--- src/rtl/xor_pkg.sv ---
// Shared definitions for the XOR checksum family.
//   state_e    : two-state handshake FSM encoding (ACCUM = collecting words,
//                HOLD = presenting a finished result)
//   len_width  : bit width needed to hold a beat count of 0..max_len
package xor_pkg;

  typedef enum logic {
    ST_ACCUM = 1'b0,
    ST_HOLD  = 1'b1
  } state_e;

  // A count saturating at max_len needs to represent max_len+1 distinct values.
  function automatic int len_width(input int max_len);
    return $clog2(max_len + 1);
  endfunction

endpackage

--- src/rtl/xor_reduce.sv ---
// Combinational reduction-XOR of a WIDTH-bit word (even parity bit).
//   data   : word to reduce
//   parity : 1 when data has an odd number of set bits
// Kept as its own block so other parity checkers can reuse it; the reduction
// operator lets synthesis build a balanced XOR tree.
module xor_reduce #(
  parameter int WIDTH = 8
) (
  input  logic [WIDTH-1:0] data,
  output logic             parity
);

  assign parity = ^data;

endmodule

--- src/rtl/xor_checksum_stream.sv ---
// Streaming XOR checksum: folds a packet of WIDTH-bit words (valid/ready
// input, in_last marks the final word) into one registered result carrying
// the XOR of all words, its parity, the saturating beat count and an overflow
// flag. The result is held with valid/ready backpressure; no new words are
// taken while a result is pending.
//   clk, rst_n               : clock, asynchronous active-low reset
//   in_valid/in_ready        : input word handshake
//   in_data, in_last         : input word and end-of-packet marker
//   out_valid/out_ready      : result handshake
//   out_xor, out_parity      : XOR of the packet, ^out_xor ^ ODD_PARITY
//   out_len, out_overflow    : beats accepted (saturating at MAX_LEN), and
//                              whether the packet exceeded MAX_LEN beats
module xor_checksum_stream
  import xor_pkg::*;
#(
  parameter int   WIDTH      = 8,
  parameter int   MAX_LEN    = 16,
  parameter bit   ODD_PARITY = 1'b0,
  localparam int  LW         = len_width(MAX_LEN)
) (
  input  logic             clk,
  input  logic             rst_n,
  input  logic             in_valid,
  output logic             in_ready,
  input  logic [WIDTH-1:0] in_data,
  input  logic             in_last,
  output logic             out_valid,
  input  logic             out_ready,
  output logic [WIDTH-1:0] out_xor,
  output logic             out_parity,
  output logic [LW-1:0]    out_len,
  output logic             out_overflow
);

  state_e           state_q, state_d;
  logic [WIDTH-1:0] acc_q;
  logic [LW-1:0]    cnt_q;
  logic             ovf_q;
  logic [WIDTH-1:0] out_xor_q;
  logic [LW-1:0]    out_len_q;
  logic             out_ovf_q;

  logic             in_fire;
  logic             out_fire;
  logic             cnt_at_max;
  logic [LW-1:0]    cnt_inc;
  logic             xor_parity;

  assign in_ready  = (state_q == ST_ACCUM);
  assign out_valid = (state_q == ST_HOLD);
  assign in_fire   = in_valid & in_ready;
  assign out_fire  = out_valid & out_ready;

  // A beat arriving while the count already sits at MAX_LEN is the one that
  // overflows; the count itself stays pinned there.
  assign cnt_at_max = (cnt_q == LW'(MAX_LEN));
  assign cnt_inc    = cnt_at_max ? cnt_q : cnt_q + LW'(1);

  // NOTE: every signal driven here gets a default first, so no path through
  // the block leaves it unassigned and no latch is inferred.
  always_comb begin
    state_d = state_q;
    unique case (state_q)
      ST_ACCUM: if (in_fire && in_last) state_d = ST_HOLD;
      ST_HOLD:  if (out_fire)           state_d = ST_ACCUM;
      default:                          state_d = ST_ACCUM;
    endcase
  end

  // NOTE: registers use non-blocking assignments so every flop samples the
  // pre-edge values, independent of statement order within the block.
  always_ff @(posedge clk or negedge rst_n) begin
    if (!rst_n) state_q <= ST_ACCUM;
    else        state_q <= state_d;
  end

  // NOTE: all datapath registers are reset, because an aborted packet must
  // leave no residue in the accumulator, count or held result.
  always_ff @(posedge clk or negedge rst_n) begin
    if (!rst_n) begin
      acc_q     <= '0;
      cnt_q     <= '0;
      ovf_q     <= 1'b0;
      out_xor_q <= '0;
      out_len_q <= '0;
      out_ovf_q <= 1'b0;
    end else if (in_fire) begin
      if (in_last) begin
        out_xor_q <= acc_q ^ in_data;
        out_len_q <= cnt_inc;
        out_ovf_q <= ovf_q | cnt_at_max;
        acc_q     <= '0;
        cnt_q     <= '0;
        ovf_q     <= 1'b0;
      end else begin
        acc_q <= acc_q ^ in_data;
        cnt_q <= cnt_inc;
        ovf_q <= ovf_q | cnt_at_max;
      end
    end
  end

  // Parity is derived from the held checksum register, so it is as stable as
  // out_xor and has no path from the input side.
  xor_reduce #(.WIDTH(WIDTH)) u_parity (
    .data   (out_xor_q),
    .parity (xor_parity)
  );

  assign out_xor      = out_xor_q;
  assign out_parity   = xor_parity ^ ODD_PARITY;
  assign out_len      = out_len_q;
  assign out_overflow = out_ovf_q;

endmodule

--- config.mk ---
export PLATFORM = sky130hd
export DESIGN_NAME = xor_checksum_stream
export DESIGN_NICKNAME = d
export VERILOG_FILES = /design/src/rtl/xor_pkg.sv /design/src/rtl/xor_reduce.sv /design/src/rtl/xor_checksum_stream.sv
export SDC_FILE = /design/constraint.sdc
export NUM_CORES = 1
export LEC_CHECK = 0
export CORE_ASPECT_RATIO = 1.5
export CORE_MARGIN = 1.5
export CORE_UTILIZATION = 60
export DETAILED_ROUTE_END_ITERATION = 7
export DONT_BUFFER_PORTS = 1
export MAX_ROUTING_LAYER = met4
export PLACE_DENSITY = 0.73
export SLEW_MARGIN = 30
export SYNTH_ARGS = -nofsm -noshare
export SYNTH_HDL_FRONTEND = slang
export SYNTH_SLANG_ARGS = --single-unit
--- constraint.sdc ---
create_clock -name clk -period 3.7 [get_ports clk]
set_input_delay 0.555 -clock clk [delete_from_list [all_inputs] [get_ports clk]]
set_output_delay 0.555 -clock clk [all_outputs]
set_load 0.005 [all_outputs]
==> results by stage, run 1 <==
Clock network:
- The clock insertion delay at the later pin of the skew report is 0.33 ns.
- The longest clock path from root to sink contains 2 buffers.
- TritonCTS built the clock tree.
- The number of setup buffers added after CTS is 0.
- The clock transition at the register clock pins on the worst setup and hold paths after CTS is 0.09 ns.
- The CTS root buffer is sky130_fd_sc_hd__clkbuf_4.
- Buffers inserted during clock tree synthesis total 5.
- In this run the number of H-tree levels came out at 2.
- The clock drives 29 sinks.

STA:
- Between clock sinks in the finished design, the worst skew comes to 0.00731 ns.
- The max-slew violation count is 0.
- On the final layout, the worst hold slack is 0.0358 ns.
- The worst slew margin relative to its limit is 54.4%.
- The final worst-path cycle share is 50.0%.
- The maximum clock frequency is 540 MHz.
- The slew at the pin closest to its max-slew limit is 0.674 ns.
- Setup repair after global routing left no endpoint under its margin.
- The count of final hold-check violations was 0.
- Setup violations remaining at the end of the flow were counted as 0.
- For the final routed database, the setup TNS stands at 0 ns.
- The worst path in the final design needs a cycle of 1.85 ns, including I/O delays and setup.

Critical path:
- The biggest cell delay along the critical path is 0.43 ns.
- Data on the critical path arrives at its endpoint at 1.30 ns.
- By startpoint and endpoint, the worst setup path is classified as register to output pin.
- The maximum net fanout on the critical path is 3.
- The startpoint type of the worst setup path is a register.
- The count of buffering cells on the critical path with inverters included is 0.
- STA puts the critical path data required time at 3.14 ns.
- The most numerous cell type found on the critical path is sky130_fd_sc_hd__xnor2_1.
- The critical path goes through xnor2_1 -> xnor2_1 -> xnor2_1.
- On the critical path, the stage with the largest delay is an instance of sky130_fd_sc_hd__dfrtp_1.
- The family with the most delay on the worst path is XOR/XNOR gates.
- The type of destination of the critical path is an output pin.

Floorplanning:
- In this run the core area contains 21 standard-cell rows.
- Measured along the y axis, the die boundary spans 62.9 microns.
- The core region is 2260 sq um.
- The starting density of the core is 63.5%.
- The floorplan step defined a die boundary enclosing 2700 sq um.
- During I/O placement, the number of pins put on the boundary was 30.
- The floorplan step set the die width to 42.9 microns.

Job:
- The number of max-cap violations is 0.

Placement:
- At the end of routability-driven placement, the weighted congestion stood at 0.764.
- The wire-length estimate of the detail-placed layout is 1860 microns.
- The count of buffers added on input and output ports is 0.

Layout:
- The final layout contains 162 nets.
- The fraction of layout cells with a size suffix above 1 is 7.48%.
- The area growth from synthesis to layout is 5.67%.
- 0 antenna diodes ended up in the layout.

Route:
- The routed wire length is 2730 microns.
- The total via count after detailed routing is 1045.
- The number of search-and-repair iterations in the first detailed-routing pass is 4.
- The routed length per instance is 16.1 microns.
- The remaining number of nets flagged by the antenna check after routing is 0.
- After the first detailed-routing iteration, the DRC count stood at 45.
- The detail-routed via count per cell is 6.15.
- The total DRC errors in the routed layout is 0.

Run status:
- The flow ran to the end, and the final reports show no timing, DRC or antenna violations.

Synthesis:
- The flop and latch count out of synthesis is 29.
- By area the synthesized netlist is led by sky130_fd_sc_hd__dfrtp_1 (51%), sky130_fd_sc_hd__nor2b_1 (7.0%), sky130_fd_sc_hd__o21ai_0 (5.6%).
- The area of the mapped netlist is 1440 sq um.
- After technology mapping, the gate count stands at 145.
- The leading area contributor after synthesis is sky130_fd_sc_hd__dfrtp_1.
- Synthesis instantiated 27 different standard cells from the library.
- By count the netlist is led by sky130_fd_sc_hd__dfrtp_1 (29), sky130_fd_sc_hd__nor2b_1 (16), sky130_fd_sc_hd__o21ai_0 (16).
- For this run, the leading register cell type out of synthesis is sky130_fd_sc_hd__dfrtp_1.
- The number of synthesized flops with an enable pin is 0.
- sky130_fd_sc_hd__dfrtp_1 is the most common cell in the netlist.
- Dividing the synthesized area by the synthesized cell count gives 9.90 sq um.
- The proportion of synthesized chip area in sequential cells is 50.6%.
- The yosys synthesis warning count is 0.
- The fraction of synthesis flops using an asynchronous set or reset pin is 100%.
- The number of nets in the synthesized netlist is 160.
- The top cell type's share of synthesized area is 50.6%.

Power:
- The leakage power figure is 0.637 nW.
- Across the VDD grid, the largest voltage drop is 0.452 mV.
- For this design the ratio of total power to cell area is 669 nW/um^2.
- The total chip power is 1.01 mW.

Global routing:
- Global routing finished with a remaining overflow of 0.
- The initial antenna violation count was 0.
- The via count of the first global-routing pass was 1066.
- The total routing usage reported by global routing is 25.4%.
- The first global-routing pass estimated 4830 microns of wire.
- Entering global routing, the biggest net connects 30 pins.

Hold path:
- The tightest min-delay check is of the input port to asynchronous set/reset pin type.
## report_power, final
part | internal, mW | switching, mW | leakage [nW]
clock network | 0.0895 | 0.102 | 0.0314
logic | 0.160 | 0.143 | 0.250
registers | 0.420 | 0.100 | 0.356
total | 0.669 | 0.345 | 0.637
## per-layer routing
metal / part of all wire (%) / GRT usage (%)
met3: 6.3 / 9.25
met2: 53 / 42.6
met4: 2.5 / 12.5
met5: 0 / -
met1: 38 / 25.2
## final timing paths
| kind | from | endpoint | slack, ns | depth (start not counted) |
|---|---|---|---|---|
| max | out_xor[5]$_DFFE_PN0P_ | out_parity | 1.85 | 3 |
| min | rst_n | out_xor[2]$_DFFE_PN0P_ | 0.04 | 1 |
| max reg2reg | cnt_q[0]$_DFFE_PN0P_ | cnt_q[0]$_DFFE_PN0P_ | 2.08 | 5 |
| min reg2reg | acc_q[6]$_DFFE_PN0P_ | acc_q[6]$_DFFE_PN0P_ | 0.51 | 2 |
| max in group asynchronous | rst_n | ovf_q$_DFFE_PN0P_ | 3.50 | 1 |
| min in group clk | in_last | ovf_q$_DFFE_PN0P_ | 0.31 | 1 |
## placed cells by master, fill, tap and decap left out
cell                       count
sky130_fd_sc_hd__nand3_1       4
sky130_fd_sc_hd__buf_12        1
sky130_fd_sc_hd__ha_1          2
sky130_fd_sc_hd__a311o_1       2
sky130_fd_sc_hd__a21oi_1      11
sky130_fd_sc_hd__xor2_1        3
sky130_fd_sc_hd__clkbuf_4      5
sky130_fd_sc_hd__dfrtp_1      29
sky130_fd_sc_hd__nor2_1        3
sky130_fd_sc_hd__nor4bb_2      1
sky130_fd_sc_hd__clkbuf_1      1
sky130_fd_sc_hd__and2_2        1
sky130_fd_sc_hd__o21ai_1       1
sky130_fd_sc_hd__nor2b_1      16
sky130_fd_sc_hd__o21ai_0      16
sky130_fd_sc_hd__mux2_2        1
sky130_fd_sc_hd__o31ai_1       2
sky130_fd_sc_hd__and2b_1       1
sky130_fd_sc_hd__clkbuf_8      1
sky130_fd_sc_hd__o31a_1        7
sky130_fd_sc_hd__nand2_1      14
sky130_fd_sc_hd__nand3b_2      1
sky130_fd_sc_hd__and2_1        1
sky130_fd_sc_hd__inv_1         4
sky130_fd_sc_hd__nor4_1        2
sky130_fd_sc_hd__or4_1         1
sky130_fd_sc_hd__nand2b_1      8
sky130_fd_sc_hd__xnor2_1       8
## final cells by class
class	instances	area, sq um
multi-input combinational	106	672
clock buffer	7	55.1
timing repair buffer	1	20.0
inverter	4	15.0
tap	23	28.8
sequential	29	726
fill	180	743
## timing repair
action	in CTS	in global routing
endpoints found under the hold margin	29	0
resized for setup	0	0
hold buffers	1	0
## state kept, by name, summed over array words and instances, names as in the netlist
| signal | flops |
|---|---|
| acc_q | 8 |
| out_xor | 8 |
| cnt_q | 5 |
| out_len | 5 |
| out_overflow | 1 |
| out_valid | 1 |
| ovf_q | 1 |
## kinds of logic after synthesis
group	after synthesis	synth area share (%)
buf+inv	10	3.05
fa+ha+maj	2	1.74
mux	1	0.785
simple gates	53	20.7
flops	29	50.6
xor+xnor	11	6.71
compound gates	39	16.5
## stage by stage
stage               std cells  util, %  setup slack [ns]  area, sq um
floorplan                 145        -              2.27         1440
global placement          162     63.5              1.93         1440
detailed placement        162     63.5              1.84         1440
CTS                       170     66.8              1.82         1510
global route              170     67.1              1.78         1520
finish                    170     67.1              1.85         1520
No activity file was read; power rests on OpenSTA's default activity.
==> run 2, diff against run 1 <==
Settings changed: CORE_UTILIZATION 60 to 55, PLACE_DENSITY 0.73 to 0.7.
Clock period 3.7 ns to 1.5 ns, I/O delays scaled along.
==> run 2 against run 1 <==
The flow now finishes with violations (DRC, setup timing); utilization increased by 0.10 points; sequential power increased by 150%; die area increased by 8.5%; total power increased to 2.6 times the previous value; cell area increased by 8.6%; worst hold slack got worse by 0.025 ns; combinational power increased to 2.9 times the previous value; via count increased by 5.1%; clock power increased by 150%; global-route usage decreased by 1.1 points; non-clock buffer count increased by 13; largest cell class unchanged; highest routed layer unchanged.
==> results by stage, run 2 (same netlist as run 1, synthesis figures left out) <==
Placement:
- The count of buffers inserted at the top-level ports is 0 (unchanged).
- The post-placement cell count is 173 (+6.8%).
- The routability congestion estimate came to 0.766 (+0.24%).
- The post-placement worst setup slack was -0.0271 ns (-1.87 ns).
- The sum of net half-perimeters after detailed placement came to 2040 microns (+9.8%).

Clock network:
- The CTS root buffer is sky130_fd_sc_hd__clkbuf_4.
- The clock transition at the register clock pins on the worst setup and hold paths after CTS is 0.09 ns (about the same).
- TritonCTS built the clock tree.
- The maximum root-to-sink buffer count is 2 (unchanged).
- The clock insertion delay at the later pin of the skew report is 0.33 ns (about the same).
- The clock sink total is 29 (unchanged).
- The number of setup buffers added after CTS was 0 (unchanged).
- The number of buffers inserted during clock tree synthesis is 5 (unchanged).
- The level count of the clock H-tree is 2 (unchanged).

STA:
- Setup repair after global routing could not meet its margin everywhere.
- The setup TNS after final layout was -0.0180 ns (-0.0180 ns).
- The setup-violating endpoint count in the final report came to 1 (+1).
- The slew at the pin closest to its max-slew limit is 0.325 ns (-0.349 ns).
- The worst slew margin relative to its limit is 78.2% (+24 points).
- The count of final hold-check violations is 0 (unchanged).
- Static timing analysis puts the maximum clock frequency at 659 MHz.
- The minimum clock period after layout is 1.52 ns.
- The max-slew violation count came to 0 (unchanged).
- The clock skew after layout is 0.00894 ns (+0.00163 ns).
- The worst path uses 101% of the clock period.
- The worst setup margin is -0.0180 ns (-1.87 ns).

Route:
- The remaining number of nets flagged by the antenna check after routing came to 0 (unchanged).
- The routed length per instance was 16.0 microns (-0.82%).
- The total via count after detailed routing is 1098 (+5.1%).
- The number of search-and-repair iterations in the first detailed-routing pass is 6 (+2).
- The detail-routed via count per cell is 5.97 (-2.9%).
- The detailed router's first-iteration violation count is 29 (-36%).
- The total DRC errors in the routed layout is 4 (+4).
- The routed wire length is 2940 microns (+7.4%).

Global routing:
- The met3 track demand over resource is 7.97% (-1.3 points).
- The wire length of the first global-routing pass is 4970 microns (+2.9%).
- The routing usage on met1 is 23.6% (-1.6 points).
- The total routing usage reported by global routing is 24.3% (-1.1 points).
- The via count of the first global-routing pass is 1143 (+7.2%).
- The fraction of met2 tracks used by global routing is 41.8% (-0.77 points).
- The total global routing overflow is 0 (unchanged).
- The initial antenna violation count came to 0 (unchanged).
- The layer flagged by global routing as most heavily used is met2.
- The pin count of the biggest net entering global routing is 30 (unchanged).

Layout:
- The net count of the finished layout came to 175 (+8.0%).
- The number of antenna repair diodes was 0 (unchanged).
- The storage element area is 726 sq um (unchanged).
- The multi-input gate area in the final layout is 696 sq um (+3.5%).
- The final non-filler cell total is 184 (+8.2%).
- The total of fill cells in the finished design was 186 (+3.3%).
- The top cell types in the final layout, fill and taps aside, are sky130_fd_sc_hd__dfrtp_1 (29), sky130_fd_sc_hd__o21ai_0 (16), sky130_fd_sc_hd__nor2b_1 (16), sky130_fd_sc_hd__nand2_1 (14), sky130_fd_sc_hd__a21oi_1 (11).
- The area growth from synthesis to layout is 14.7%.
- The most common library cell in the layout ignoring fill and taps is sky130_fd_sc_hd__dfrtp_1.
- The fraction of layout cells with a size suffix above 1 is 14.4% (+6.9 points).

Power:
- The maximum vdd drop is 0.899 mV (+99%).
- The total chip power was 2.66 mW (+160%).
- The leakage power figure is 0.715 nW (+12%).
- The power density relative to cell area is 1620 nW/um^2 (+140%).

Critical path:
- The number of cells on the worst reg-to-reg path is 5 (unchanged).
- In this run the critical register-to-register path is captured at cnt_q[4]$_DFFE_PN0P_.
- The data arrival time of the critical path is 1.29 ns (about the same).
- The type of destination of the critical path is an output pin.
- The worst setup slack for register-to-register paths is 0.11 ns (-1.97 ns).
- The worst setup path is of the register to output pin kind.
- The critical path required time is 1.27 ns (-1.87 ns).
- The start of the worst register-to-register path is cnt_q[0]$_DFFE_PN0P_.
- The startpoint type of the worst setup path is a register.
- The maximum net fanout on the critical path was 3 (unchanged).

Floorplanning:
- The starting density of the core is 58.6% (-4.9 points).
- The number of primary I/O pins is 30 (unchanged).
- The core area is 2450 sq um (+8.4%).
- The area of the die is 2930 sq um (+8.5%).
- The number of core rows is 22 (+4.8%).
- The die outline height is 65.6 microns (+4.2%).
- The width of the die is 44.7 microns (+4.1%).

Job:
- The number of max-cap violations is 0 (unchanged).

Hold path:
- The endpoint of the worst hold-timing path is acc_q[1]$_DFFE_PN0P_.
- The number of cells on the worst hold path is 1.
- The class of the tightest hold or removal check is input port to register.
- The launch instance of the worst min-delay path is in_last.

Run status:
- The checks that failed: DRC, setup timing.
- The flow ran to the end, but the final reports show violations.
==> run 2: cell count changes in the layout (fill, tap and decap cells not counted), sizes merged <==
cell / delta
buf: +10
dlygate4sd3: +3
==> run 2: how the worst max path moves through the flow <==
stage                                        end  depth (start not counted)                   start
after detailed placement  out_len[0]$_DFFE_PN0P_                          6    cnt_q[1]$_DFFE_PN0P_
final                                 out_parity                          3  out_xor[5]$_DFFE_PN0P_
after global placement    out_len[0]$_DFFE_PN0P_                          6    cnt_q[1]$_DFFE_PN0P_
after floorplan             cnt_q[0]$_DFFE_PN0P_                          6    cnt_q[0]$_DFFE_PN0P_
after CTS                             out_parity                          3  out_xor[5]$_DFFE_PN0P_
after global routing                  out_parity                          3  out_xor[3]$_DFFE_PN0P_
==> run 2: what timing repair did <==
action,CTS,global route
hold buffers,4,0
pin swaps,0,1
gates resized for setup,2,2
setup endpoints to repair,3,3
hold endpoints to repair,38,0
==> run 2: stage by stage <==
stage,area [sq um],utilization (%),hold slack [ns]
floorplan,1440,-,-0.0706
global placement,1510,61.7,-0.0700
detailed placement,1510,61.7,-0.0700
CTS,1630,66.5,0.00360
global route,1650,67.2,0.0127
finish,1650,67.2,0.0112
==> run 2: layer usage <==
layer / share of wire, % / vias up
li1: - / 530
met1: 36 / 533
met2: 56 / 27
met3: 5.9 / 8
met4: 2.7 / 0
met5: 0 / -
==> run 2: worst max-delay path, cell delays in order (launching register included) <==
cell	delay, ns
sky130_fd_sc_hd__dfrtp_1	0.44
sky130_fd_sc_hd__xnor2_2	0.21
sky130_fd_sc_hd__xnor2_1	0.16
sky130_fd_sc_hd__xnor2_1	0.15
==> run 2: cell type report <==
class	count	share of cell area [%]
clock buffers	7	3.34
inverters	4	0.912
multi-input cells	106	42.2
flip-flops and latches	29	44.1
well taps	24	1.82
repair buffers	14	7.60
==> run 2: where the power goes <==
| group | internal (mW) | total, mW | switching [mW] | leakage (nW) |
|---|---|---|---|---|
| combinational | 0.500 | 0.895 | 0.395 | 0.328 |
| sequential | 1.03 | 1.29 | 0.256 | 0.356 |
| clock | 0.221 | 0.476 | 0.255 | 0.0314 |
| total | 1.76 | 2.66 | 0.907 | 0.715 |
==> run 3, diff against run 2 <==
Settings changed: PLACE_DENSITY 0.7 to unset, PLACE_DENSITY_LB_ADDON set to 0.3.
==> run 3 against run 2 <==
The run still ends with DRC, setup timing left; clock skew increased by 0.0068 ns; register-to-register slack about the same; via count down 0.46%; first-iteration DRC count fell by 17%; critical endpoint unchanged; sequential cell count stayed put; global-route usage fell by 0.073 points; critical path depth stayed put; die area unchanged; routed wire length grew 2.5%; non-clock buffer count is 4 lower; maximum frequency is 0.65% lower; sequential share of layout area fell by 0.16 points.
==> results by stage, run 3 (same netlist as run 1, synthesis figures left out) <==
Run status:
- The run finished, with violations left.
- The final reports fail on DRC, setup timing.

STA:
- The clock skew after layout is 0.0158 ns (+0.00681 ns).
- The minimum clock period after layout came to 1.53 ns (+0.00995 ns).
- The slew at the pin closest to its max-slew limit is 0.348 ns (+0.0224 ns).
- The final worst-path cycle share is 102% (+0.66 points).
- The maximum clock frequency is 654 MHz (-0.65%).
- The setup-violating endpoint count in the final report is 1 (unchanged).
- Setup repair after global routing could not meet its margin everywhere.
- The worst setup margin is -0.0279 ns (-0.00995 ns).
- The count of final hold-check violations is 0 (unchanged).
- The worst slew margin relative to its limit is 76.7% (-1.5 points).
- The max-slew violation count is 0 (unchanged).

Layout:
- Leaving out fill and tap cells, the most frequent cell in the layout is sky130_fd_sc_hd__dfrtp_1.
- The fraction of layout cells with a size suffix above 1 is 15.9% (+1.5 points).
- The total of fill cells in the finished design is 196 (+5.4%).
- In the layout the commonest cells are sky130_fd_sc_hd__dfrtp_1 (28), sky130_fd_sc_hd__o21ai_0 (16), sky130_fd_sc_hd__nor2b_1 (16), sky130_fd_sc_hd__nand2_1 (14), sky130_fd_sc_hd__a21oi_1 (11).
- From synthesis to final layout, the design area changed by 15.3%.
- The number of antenna repair diodes is 0 (unchanged).
- The net count of the finished layout is 171 (-2.3%).
- The final non-filler cell total is 181 (-1.6%).
- The cell area after layout was 1660 sq um (+0.53%).

Floorplanning:
- The width of the die was 44.7 microns (unchanged).
- The area of the die is 2930 sq um (unchanged).
- The core area is 2450 sq um (unchanged).
- The number of core rows is 22 (unchanged).
- The starting density of the core was 58.6% (unchanged).
- The number of primary I/O pins is 30 (unchanged).
- The die outline height is 65.6 microns (unchanged).

Critical path:
- The start-to-end type of the worst setup path is register to output pin.
- The data arrival time of the critical path is 1.30 ns (about the same).
- The maximum net fanout on the critical path is 3 (unchanged).
- The worst setup path is launched from a register.
- The critical path required time is 1.27 ns (about the same).
- The type of destination of the critical path is an output pin.

Clock network:
- The clock sink total was 29 (unchanged).
- The TritonCTS clock tree is done.
- The maximum root-to-sink buffer count was 2 (unchanged).
- The number of setup buffers added after CTS is 0 (unchanged).
- The clock insertion delay at the later pin of the skew report is 0.34 ns (about the same).
- The CTS root buffer is sky130_fd_sc_hd__clkbuf_4.
- The number of buffers inserted during clock tree synthesis came to 5 (unchanged).
- The level count of the clock H-tree is 2 (unchanged).
- The clock transition at the register clock pins on the worst setup and hold paths after CTS was 0.10 ns (about the same).

Global routing:
- The total global routing overflow is 0 (unchanged).
- The via count of the first global-routing pass was 1144 (+0.087%).
- The total routing usage reported by global routing is 24.2% (-0.073 points).
- The initial antenna violation count was 0 (unchanged).
- The pin count of the biggest net entering global routing is 30 (unchanged).
- The wire length of the first global-routing pass came to 4950 microns (-0.42%).

Route:
- The total DRC errors in the routed layout is 2 (-2).
- The remaining number of nets flagged by the antenna check after routing is 0 (unchanged).
- The detailed router's first-iteration violation count was 24 (-17%).
- The detail-routed via count per cell is 6.04 (+1.2%).
- The number of search-and-repair iterations in the first detailed-routing pass was 6 (unchanged).
- The total via count after detailed routing was 1093 (-0.46%).
- The routed length per instance came to 16.6 microns (+4.2%).
- The routed wire length is 3010 microns (+2.5%).

Power:
- The leakage power figure is 0.716 nW (+0.10%).
- The power dissipated by switching net loads is 0.946 mW (+4.3%).
- The internal power consumption came to 1.80 mW (+2.5%).
- The part of the total power dissipated in sequential elements is 47.4% (-1.1 points).
- The relative contribution of combinational cells to total power is 32.8% (-0.8 points).
- The share of total power consumed by net switching came to 34.5% (+0.40 points).
- The clock network fraction of design power is 19.8% (+1.9 points).
- The maximum vdd drop is 0.961 mV (+6.9%).
- The power density relative to cell area was 1660 nW/um^2 (+2.5%).

Hold path:
- The worst hold path belongs to the class input port to register.

Placement:
- The post-placement cell count is 169 (-2.3%).
- The routability congestion estimate is 0.863 (+13%).
- The sum of net half-perimeters after detailed placement is 2120 microns (+3.8%).
- The placed cell area was 1490 sq um (-1.2%).
- The count of buffers inserted at the top-level ports is 0 (unchanged).

Job:
- The number of max-cap violations is 0 (unchanged).
## run 3: metal layers
| metal | vias up | part of all wire, % | track usage (%) | routed length [microns] |
|---|---|---|---|---|
| li1 | 522 | - | - | - |
| met1 | 537 | 38 | 23.9 | 1130 |
| met4 | 0 | 2.3 | 9.47 | 69 |
| met2 | 25 | 55 | 42.4 | 1670 |
| met5 | - | 0 | - | 0 |
| met3 | 9 | 4.7 | 7.97 | 140 |
## run 3: what timing repair did
item / CTS / global route
endpoints found under the setup margin: 1 / 5
resized for setup: 3 / 5
pin swaps: 2 / 1
endpoints found under the hold margin: 39 / 0
hold buffers: 4 / 0
## run 3: power groups by stage
stage | Combinational, mW | Sequential [mW] | Clock [mW]
CTS | 0.873 | 1.29 | 0.555
global placement | 0.770 | 1.27 | 0
global route | 0.998 | 1.34 | 0.597
finish | 0.900 | 1.30 | 0.543
detailed placement | 0.813 | 1.29 | 0
floorplan | 0.655 | 1.23 | 0
## run 3: per-stage QoR
step	setup slack, ns	power (mW)	TNS, ns	utilization, %	hold slack (ns)
after global routing	-0.102	2.94	-0.128	67.6	0.0748
after detailed placement	0.0510	2.10	0	61.0	-0.0700
after global placement	0.150	2.04	0	61.0	-0.0701
after CTS	-0.0356	2.71	-0.0356	66.8	0.0423
after floorplan	0.102	1.88	0	-	-0.0706
final	-0.0279	2.74	-0.0279	67.6	0.0511
## run 3: worst max-delay path: stages (launching register included)
cell and delay [ns]:
sky130_fd_sc_hd__dfrtp_1 0.44, sky130_fd_sc_hd__xnor2_2 0.21, sky130_fd_sc_hd__xnor2_1 0.16, sky130_fd_sc_hd__xnor2_1 0.16
## run 3: final cells by class
class / instances / area (sq um) / share of cell area [%]
flip-flops and latches: 29 / 727 / 43.9
multi-input cells: 106 / 706 / 42.6
repair buffers: 10 / 108 / 6.50
clock buffers: 7 / 65.1 / 3.93
well taps: 24 / 30.0 / 1.81
inverters: 4 / 15.0 / 0.907
clock inverters: 1 / 5.00 / 0.302
## run 3: worst paths after layout
path	from	to	slack (ns)	cells past startpoint
setup reg to reg	cnt_q[0]$_DFFE_PN0P_	cnt_q[0]$_DFFE_PN0P_	0.10	6
min in group asynchronous	rst_n	out_len[0]$_DFFE_PN0P_	0.32	2
hold / removal	in_data[5]	acc_q[5]$_DFFE_PN0P_	0.05	2
setup / recovery	out_xor[4]$_DFFE_PN0P_	out_parity	-0.03	3
max in group asynchronous	rst_n	out_len[3]$_DFFE_PN0P_	1.01	2
hold reg to reg	acc_q[5]$_DFFE_PN0P_	acc_q[5]$_DFFE_PN0P_	0.51	1
